$ cat src/rtl/adc_init_seq_pkg.sv
// Shared types and the ADC command table for the initialisation sequencer.
// Macro ADC_TEST_PATTERN_EN appends the ramp test-pattern word to the table.
package adc_init_pkg;

    typedef enum logic [2:0] {
        ST_IDLE     = 3'd0,
        ST_PWR_WAIT = 3'd1,
        ST_LOAD     = 3'd2,
        ST_SHIFT    = 3'd3,
        ST_GAP      = 3'd4,
        ST_DONE     = 3'd5
    } init_state_t;

`ifdef ADC_TEST_PATTERN_EN
    localparam int N_WORDS = 9;
`else
    localparam int N_WORDS = 8;
`endif
    localparam int IDX_W = $clog2(N_WORDS);

    localparam logic [15:0] CMD_SOFT_RESET = 16'h0800;
    localparam logic [15:0] CMD_CHIP_CFG   = 16'h0100;
    localparam logic [15:0] CMD_CLK_DIV    = 16'h0B00;
    localparam logic [15:0] CMD_OUT_MODE   = 16'h1401;
    localparam logic [15:0] CMD_OUT_ADJ    = 16'h1500;
    localparam logic [15:0] CMD_OUT_PHASE  = 16'h1600;
    localparam logic [15:0] CMD_VREF       = 16'h1800;
    localparam logic [15:0] CMD_XFER       = 16'hFF01;
    localparam logic [15:0] CMD_TEST_RAMP  = 16'h0D04;

    function automatic logic [15:0] cmd_word(input logic [IDX_W-1:0] idx);
        case (32'(idx))
            0:       return CMD_SOFT_RESET;
            1:       return CMD_CHIP_CFG;
            2:       return CMD_CLK_DIV;
            3:       return CMD_OUT_MODE;
            4:       return CMD_OUT_ADJ;
            5:       return CMD_OUT_PHASE;
            6:       return CMD_VREF;
            7:       return CMD_XFER;
`ifdef ADC_TEST_PATTERN_EN
            8:       return CMD_TEST_RAMP;
`endif
            default: return 16'h0000;
        endcase
    endfunction

endpackage

$ cat src/rtl/adc_init_seq_if.sv
// Three-wire ADC serial configuration bus driven by the init sequencer.
interface adc_init_seq_if;
    logic ADC_CSB;
    logic ADC_SCLK;
    logic ADC_SDATA;

    modport master (output ADC_CSB, ADC_SCLK, ADC_SDATA);
    modport slave  (input  ADC_CSB, ADC_SCLK, ADC_SDATA);
endinterface

$ cat src/rtl/adc_init_seq_rom.sv
// Combinational index-to-command-word lookup into the package table.
module adc_init_rom
    import adc_init_pkg::*;
(
    input  logic [IDX_W-1:0] idx,
    output logic [15:0]      word
);
    assign word = cmd_word(idx);
endmodule

$ cat src/rtl/adc_init_seq.sv
// ADC initialisation sequencer: waits PWR_DLY cycles after release, then shifts the
// command table out MSB first on CSB/SCLK/SDATA. ADC_TEST_PATTERN_EN adds a ninth word.
module adc_init_seq
    import adc_init_pkg::*;
#(
    parameter logic [15:0] PWR_DLY  = 16'd1000,
    parameter int unsigned SCLK_DIV = 4
) (
    input  logic           CLK,
    input  logic           RST_N,
    input  logic           ADC_INIT_RST,
    input  logic           ADC_REINIT,
    output logic           ADC_RDY,
    output logic [2:0]     INIT_STATE,
    adc_init_seq_if.master adc
);
    localparam logic [7:0]       DIV_LAST = 8'(SCLK_DIV - 1);
    localparam logic [8:0]       GAP_LAST = 9'(2 * SCLK_DIV - 1);
    localparam logic [IDX_W-1:0] IDX_LAST = IDX_W'(N_WORDS - 1);
    localparam logic [15:0]      DLY_LAST = PWR_DLY - 16'd1;

    init_state_t      state_q, state_d;
    logic [IDX_W-1:0] idx_q, idx_d;
    logic [15:0]      dly_q, dly_d;
    logic [7:0]       div_q, div_d;
    logic [3:0]       bit_q, bit_d;
    logic [8:0]       gap_q, gap_d;
    logic [15:0]      shreg_q, shreg_d, rom_word;
    logic             csb_q, csb_d;
    logic             sclk_q, sclk_d;
    logic             sdata_q, sdata_d;
    logic             rdy_q, rdy_d;
    logic             sclk_tick;

    // Addressed with the next index so the word is ready the cycle Load is entered.
    adc_init_rom u_rom (
        .idx  (idx_d),
        .word (rom_word)
    );

    // NOTE: every always_comb output gets a default first, so no path can infer a latch.
    always_comb begin
        state_d   = state_q;
        idx_d     = idx_q;
        dly_d     = dly_q;
        div_d     = '0;
        bit_d     = bit_q;
        gap_d     = '0;
        sclk_tick = 1'b0;
        if (ADC_INIT_RST) begin
            state_d = ST_IDLE;
            idx_d   = '0;
            dly_d   = '0;
            bit_d   = '0;
        end else begin
            case (state_q)
                ST_IDLE: begin
                    state_d = ST_PWR_WAIT;
                    dly_d   = '0;
                end
                ST_PWR_WAIT: begin
                    if (dly_q == DLY_LAST) state_d = ST_LOAD;
                    else                   dly_d   = dly_q + 16'd1;
                end
                ST_LOAD: begin
                    state_d = ST_SHIFT;
                    bit_d   = '0;
                end
                ST_SHIFT: begin
                    if (div_q == DIV_LAST) begin
                        sclk_tick = 1'b1;
                        if (sclk_q) begin
                            if (bit_q == 4'd15) state_d = ST_GAP;
                            bit_d = bit_q + 4'd1;
                        end
                    end else begin
                        div_d = div_q + 8'd1;
                    end
                end
                ST_GAP: begin
                    if (gap_q == GAP_LAST) begin
                        if (idx_q == IDX_LAST) begin
                            state_d = ST_DONE;
                        end else begin
                            idx_d   = idx_q + IDX_W'(1);
                            state_d = ST_LOAD;
                        end
                    end else begin
                        gap_d = gap_q + 9'd1;
                    end
                end
                ST_DONE: begin
                    if (ADC_REINIT) begin
                        idx_d   = '0;
                        state_d = ST_LOAD;
                    end
                end
                default: begin
                    state_d = ST_IDLE;
                    idx_d   = '0;
                    dly_d   = '0;
                    bit_d   = '0;
                end
            endcase
        end
    end

    // Pin values are decoded from the state being entered, so each output flop
    // already holds the right level in the first cycle of that state.
    always_comb begin
        csb_d   = 1'b1;
        sclk_d  = 1'b0;
        sdata_d = 1'b0;
        rdy_d   = 1'b0;
        shreg_d = shreg_q;
        case (state_d)
            ST_LOAD: begin
                csb_d   = 1'b0;
                shreg_d = rom_word;
                sdata_d = rom_word[15];
            end
            ST_SHIFT: begin
                csb_d  = 1'b0;
                sclk_d = sclk_q ^ sclk_tick;
                if (sclk_tick && sclk_q) begin
                    shreg_d = {shreg_q[14:0], 1'b0};
                    sdata_d = shreg_q[14];
                end else begin
                    sdata_d = shreg_q[15];
                end
            end
            ST_DONE: rdy_d = 1'b1;
            default: ;
        endcase
    end

    // NOTE: sequential state uses non-blocking assignments so all flops update together.
    always_ff @(posedge CLK) begin
        if (!RST_N) begin
            state_q <= ST_IDLE;
            idx_q   <= '0;
            dly_q   <= '0;
            div_q   <= '0;
            bit_q   <= '0;
            gap_q   <= '0;
            shreg_q <= '0;
            csb_q   <= 1'b1;
            sclk_q  <= 1'b0;
            sdata_q <= 1'b0;
            rdy_q   <= 1'b0;
        end else begin
            state_q <= state_d;
            idx_q   <= idx_d;
            dly_q   <= dly_d;
            div_q   <= div_d;
            bit_q   <= bit_d;
            gap_q   <= gap_d;
            shreg_q <= shreg_d;
            csb_q   <= csb_d;
            sclk_q  <= sclk_d;
            sdata_q <= sdata_d;
            rdy_q   <= rdy_d;
        end
    end

    assign ADC_RDY       = rdy_q;
    assign INIT_STATE    = state_q;
    assign adc.ADC_CSB   = csb_q;
    assign adc.ADC_SCLK  = sclk_q;
    assign adc.ADC_SDATA = sdata_q;

endmodule
$ cat src/flat_wrapper.sv
// flat-port wrapper written by rule: the top's interface ports become plain ports
module adc_init_seq_flat import adc_init_pkg::*;
#(
    parameter logic [15:0] PWR_DLY  = 16'd1000,
    parameter int unsigned SCLK_DIV = 4
)
  (CLK, RST_N, ADC_INIT_RST, ADC_REINIT, ADC_RDY, INIT_STATE, adc_ADC_CSB, adc_ADC_SCLK, adc_ADC_SDATA);
  adc_init_seq_if adc_i ();
  input  logic CLK;
  input  logic RST_N;
  input  logic ADC_INIT_RST;
  input  logic ADC_REINIT;
  output logic ADC_RDY;
  output logic [2:0] INIT_STATE;
  output wire logic [$bits(adc_i.ADC_CSB)-1:0] adc_ADC_CSB;
  output wire logic [$bits(adc_i.ADC_SCLK)-1:0] adc_ADC_SCLK;
  output wire logic [$bits(adc_i.ADC_SDATA)-1:0] adc_ADC_SDATA;
  assign adc_ADC_CSB = adc_i.ADC_CSB;
  assign adc_ADC_SCLK = adc_i.ADC_SCLK;
  assign adc_ADC_SDATA = adc_i.ADC_SDATA;
  adc_init_seq #(.PWR_DLY(PWR_DLY), .SCLK_DIV(SCLK_DIV)) u_core (.CLK(CLK), .RST_N(RST_N), .ADC_INIT_RST(ADC_INIT_RST), .ADC_REINIT(ADC_REINIT), .ADC_RDY(ADC_RDY), .INIT_STATE(INIT_STATE), .adc(adc_i));
endmodule
$ cat config.mk
export PLATFORM = sky130hd
export DESIGN_NAME = adc_init_seq_flat
export DESIGN_NICKNAME = d
export VERILOG_FILES = /design/src/rtl/adc_init_seq_pkg.sv /design/src/rtl/adc_init_seq_if.sv /design/src/rtl/adc_init_seq_rom.sv /design/src/rtl/adc_init_seq.sv /design/src/flat_wrapper.sv
export SDC_FILE = /design/constraint.sdc
export NUM_CORES = 1
export LEC_CHECK = 0
export BUFFER_PORTS_ARGS = -buffer_cell sky130_fd_sc_hd__buf_2
export CAP_MARGIN = 40
export CORE_ASPECT_RATIO = 0.9
export CORE_MARGIN = 4
export CORE_UTILIZATION = 50
export CTS_BUF_LIST = sky130_fd_sc_hd__clkbuf_16
export CTS_CLUSTER_DIAMETER = 30
export DETAILED_ROUTE_END_ITERATION = 8
export GPL_ROUTABILITY_DRIVEN = 0
export GPL_TIMING_DRIVEN = 0
export PLACE_DENSITY_LB_ADDON = 0.1
export SKIP_LAST_GASP = 1
export SLEW_MARGIN = 20
export SYNTH_ARGS = -nofsm -noshare
export SYNTH_HDL_FRONTEND = slang
export SYNTH_SLANG_ARGS = --single-unit
$ cat constraint.sdc
create_clock -name CLK -period 2.7 [get_ports CLK]
set_input_delay 0.405 -clock CLK [delete_from_list [all_inputs] [get_ports CLK]]
set_output_delay 0.405 -clock CLK [all_outputs]
set_load 0.005 [all_outputs]
After elaboration in Yosys (flattened, before gate mapping):

Memory sizes are Yosys's and may differ from the RTL's.
Index checks and enable logic that the tools add are counted.

* add/subtract/negate cells: 5
* equality and inequality tests: 17
* muxes and demuxes: 28
* bitwise logic cells: 6
* reductions and logical operators: 14

Operator list (number)
* $pmux W16 S2: 2
* $mux W3: 12
* $mux W16: 2
* $reduce_or A4 Y1: 5
* $pmux W3 S6: 1
* $add A16 B1 Y16 const B: 1
* $eq A16 B10 Y1 const B: 1
* $eq A3 B2 Y1 const B: 4
* $eq A3 B3 Y1 const B: 4
* $add A9 B1 Y9 const B: 1
* $eq A9 B3 Y1 const B: 1
* $pmux W3 S3: 1
* $add A8 B1 Y8 const B: 1
* $eq A8 B2 Y1 const B: 1
* $mux W4: 2
* $pmux W4 S2: 1
* $mux W1: 6
* $ne A2 B1 Y1 const B: 3
* $reduce_and A2 Y1: 3
* $not A1 Y1: 5
* $add A4 B1 Y4 const B: 1
* $eq A4 B4 Y1 const B: 1
* $reduce_or A2 Y1: 2
* $add A3 B1 Y3 const B: 1
* 8 further kinds: 8

* bits in registers: 63
* bits in read-only memories: 72
* output and inout port bits: 7
* memories: 1

Memories
* (name not given): depth 8, bits a word 9, rd ports 1, clocked after memory_dff 0, wr ports 0, RTL line adc_init_seq_pkg.sv:32 `case (32'(idx))`

Logic depth before layout (Yosys ltp):

* word-level depth: 9
* depth in mapped cells: 11

Hierarchy:

A second synthesis with hierarchy kept.

* cells, all modules: 371
* area, all modules: 3303.2 µm²

By module, submodules not included
* adc_init_seq: times used 1, cells an instance 350, area an instance 3141.8 µm²
* adc_init_rom: times used 1, cells an instance 21, area an instance 161.4 µm²

Least setup slack after synthesis:

OpenSTA, ideal clock, no wires.

* path kind: reg2reg
* start: register u_core.gap_q[0]
* end: register u_core.shreg_q[8]
* library setup time: 0.119 ns
* arrival time: 2.698 ns
* data required time: 2.581 ns
* path slack: -0.116 ns
* stages on the path, launching flop included: 11
* period minus slack after synthesis: 2.816 ns
* cells stage by stage: dfxtp_1 > ha_1 > or4b_1 > buf_6 > nor3_2 > a211oi_2 > or3_4 > ha_1 > xor2_1 > a21oi_1 > o221a_2

* cells in the longest elaborated chain, start to end: 7
* elaborated cells on any way between the ends: 14

Ends and longest elaborated chain
* start, declared: RTL line adc_init_seq.sv:27 `logic [8:0] gap_q, gap_d;`
* start signal, assigned: RTL line adc_init_seq.sv:157 `gap_q <= gap_d;`
* $eq A9 B3 Y1 *: RTL line adc_init_seq.sv:81 `if (gap_q == GAP_LAST) begin`
* branches (longest 6 deep; another with $mem_v2 Z8 W9)
* end signal, assigned: RTL line adc_init_seq.sv:158 `shreg_q <= shreg_d;`
* end, declared: RTL line adc_init_seq.sv:28 `logic [15:0] shreg_q, shreg_d, rom_word;`

Every way passes the cells marked *.
A chain may end at the register's enable or synchronous reset.

Worst setup path after layout:

* start: register u_core.gap_q[0]
* end: register u_core.shreg_q[15]

The elaborated chain is that of the path after synthesis.

==> qor.csv <==
metric;value;unit
Final nets;396;
post-DR vias/cell;5.68;
ys async rst share;0;%
max_cap viols;0;
H-tree depth;3;
Critical Path AT;2.83;ns
largest net degree at the start of global routing;11;
Synth area leader;dfxtp_1;
Initial Util;51.3;%
initial antenna violation count;0;
Crit-path slowest cell;or4b_4;
period utilization;96.9;%
Final Slew Violations;0;
Crit Path Class;reg -> reg;
Hold Crit Class;in -> reg;
setup TNS;0;ns
Cell Area, Synth;3130;µm²
Static Leak;1.27;nW
CTS root buf;clkbuf_16;
FP Rows;27;
number of nets with antenna violations after routing;0;
Syn Area/Cell;8.83;µm²
final instance area;3760;µm²
library cells used by synthesis;65;
Port-buffer cells;9;
Total Power;1.97;mW
Max Freq;0.382;GHz
type of origin of the critical path;flip-flop;
number of synthesized flops with an enable pin;0;
syn_nets;367;
vias in the first global route;2431;
half-perimeter wire length after placement;4660;µm
CP Capture Type;flip-flop;
Critical Path RT;2.92;ns
core area;6110;µm²
Final Setup Violations;0;
clk sinks;63;
Die Y;83.1;µm
diode count;0;
placed cell count;451;
setup ws final;0.0844;ns
final setup skew;0.00751;ns
P per Cell Area;522;nW/µm²
top-area cell type share of the netlist area;40.2;%
gr usage total;18.8;%
Least-Margin Pin Slew;0.663;ns
TritonCTS clock tree;yes;
top post-synthesis cells by area;dfxtp_1 (40%), nor2_1 (6.0%), xnor2_1 (4.8%);
Yosys warnings;0;
worst-path fanout max;10;
RSZ-0062 raised after global routing;true;
status;finished, final reports clean;
CTS Buffer Depth;2;
die outline width;91.5;µm
Clock Latency Late Sink;0.33;ns
DR DRC count;0;
first-pass GRT wire length;11800;µm
die area;7600;µm²
CTS Buf Count;9;
Syn Inst Count;355;
Vias;2693;
final core occ;61.5;%
drt first pass iters;4;
wire per inst;14.6;µm
crit-path cells;ha_4 > or4b_4 > buf_4 > nor3_2 > o311ai_2 > a21oi_1 > buf_2 > a22oi_1 > o221a_1;
worst hold slack;0.392;ns
Seq cells post-synth;63;
Top FF cell, synth;dfxtp_1;
Max-slew headroom;55.6;%
share of cells above drive strength 1;19.4;%
Ports;11;
initial drt markers;113;
Congestion Overflow GR;0;
Hold Buf Count CTS;0;
fin crit period;2.62;ns
Fin. Hold Viols;0;
Layout Cells excl Fill;474;
area grow syn2layout;20.0;%
total wire length;6930;µm
CTS clk-pin slew, worst paths;0.05;ns
Post-Place Cell Area;3320;µm²
Seq/Total Area, Yosys;40.2;%
VDD IR max;0.000422;V
dpl ws;-0.185;ns
Largest stage delay, worst path;0.53;ns
path summary, 6_finish.rpt:
check,start,endpoint,slack (ns),cells after the start
worst max register to register,u_core.gap_q[0]$_SDFF_PP0_,u_core.shreg_q[15]$_SDFFE_PN0P_,0.08,9
worst min register to register,u_core.gap_q[0]$_SDFF_PP0_,u_core.gap_q[0]$_SDFF_PP0_,0.45,1
worst max-delay path,u_core.gap_q[0]$_SDFF_PP0_,u_core.shreg_q[15]$_SDFFE_PN0P_,0.08,9
worst min-delay path,RST_N,u_core.adc.ADC_CSB$_SDFF_PN1_,0.39,2
synthesized netlist by cell type (2+ instances only):
cell type / number
nand4_1: 6
nand3_1: 21
ha_1: 8
nor2_1: 50
a31oi_1: 2
dfxtp_1: 63
nor3_1: 5
o311a_1: 2
buf_2: 3
or3b_2: 2
nor3_2: 2
clkbuf_1: 10
and3_1: 6
a21boi_0: 3
a21oi_1: 17
nor3b_1: 2
o221a_1: 2
nand3b_1: 2
nand2b_1: 4
a22oi_1: 3
o21ai_0: 13
xor2_1: 11
nand2_1: 21
a2111oi_0: 8
a221oi_1: 2
inv_1: 15
and2_1: 6
xnor2_1: 17
a22o_1: 3
or4b_1: 2
a211oi_1: 8
nor4_1: 3
cells by family (layout without fill, tap and decap cells):
group / count (synthesis) / in the layout / share of synthesized area [%]
AO/OA/AOI/OAI: 83 / 83 / 21.1
buffers and inverters: 30 / 62 / 4.07
XOR/XNOR: 28 / 28 / 7.82
multiplexers: 2 / 2 / 0.679
flip-flops: 63 / 63 / 40.2
adder cells (fa/ha/maj): 8 / 8 / 3.19
AND/OR/NAND/NOR: 141 / 141 / 22.9
cells in the final DEF (no fill, tap or decap), types with 12 or more instances in the layout:
cell type and n:
nand3_1 21, xnor2_1 17, buf_2 12, o21ai_0 12, a21oi_1 17, dfxtp_1 60
nor2_1 50, inv_1 16, nand2_1 20
power breakdown:
group          switching (mW)  internal (mW)  total, mW
registers             0.00161          0.930      0.932
logic                  0.0380         0.0164     0.0544
clock network           0.385          0.594      0.979
registers in the layout, summed over array words and instances (netlist names):
| signal | flops |
|---|---|
| u_core.dly_q | 16 |
| u_core.shreg_q | 16 |
| u_core.gap_q | 9 |
| u_core.div_q | 8 |
| u_core.bit_q | 4 |
| u_core.INIT_STATE | 3 |
| u_core.idx_q | 3 |
| u_core.ADC_RDY | 1 |
| u_core.adc.ADC_CSB | 1 |
| u_core.adc.ADC_SCLK | 1 |
| u_core.adc.ADC_SDATA | 1 |
worst max-delay path, delay by kind of cell (launching register included):
kind | cells | cell delay (ns)
buffers and inverters | 2 | 0.45
and+or+nand+nor | 2 | 0.70
adders and majority gates | 1 | 0.14
AOI/OAI and AO/OA | 4 | 0.85
DFF | 1 | 0.37
layout make-up:
type | instances | area, µm²
buffer | 14 | 68.8
clock buffer | 9 | 225
clock inverter | 5 | 20.0
fill | 541 | 2350
inverter | 15 | 56.3
multi-input combinational | 262 | 1890
sequential | 63 | 1270
tap | 87 | 109
timing repair buffer | 19 | 120
metal layers:
layer  up-vias  global-route usage [%]  share of wire, %
met4         0                    4.11               1.1
met2        46                    26.5                43
li1       1348                       -                 -
met1      1292                    27.9                52
met5         -                       0                 0
met3         7                    5.53               4.2
repair_timing:
action,4_1_cts,5_1_grt
buffers inserted,4,6
endpoints found under the setup margin,7,13
endpoints found under the hold margin,0,0
pin swaps,6,4
gates resized for setup,13,19
(Power assumes the default switching activity.)
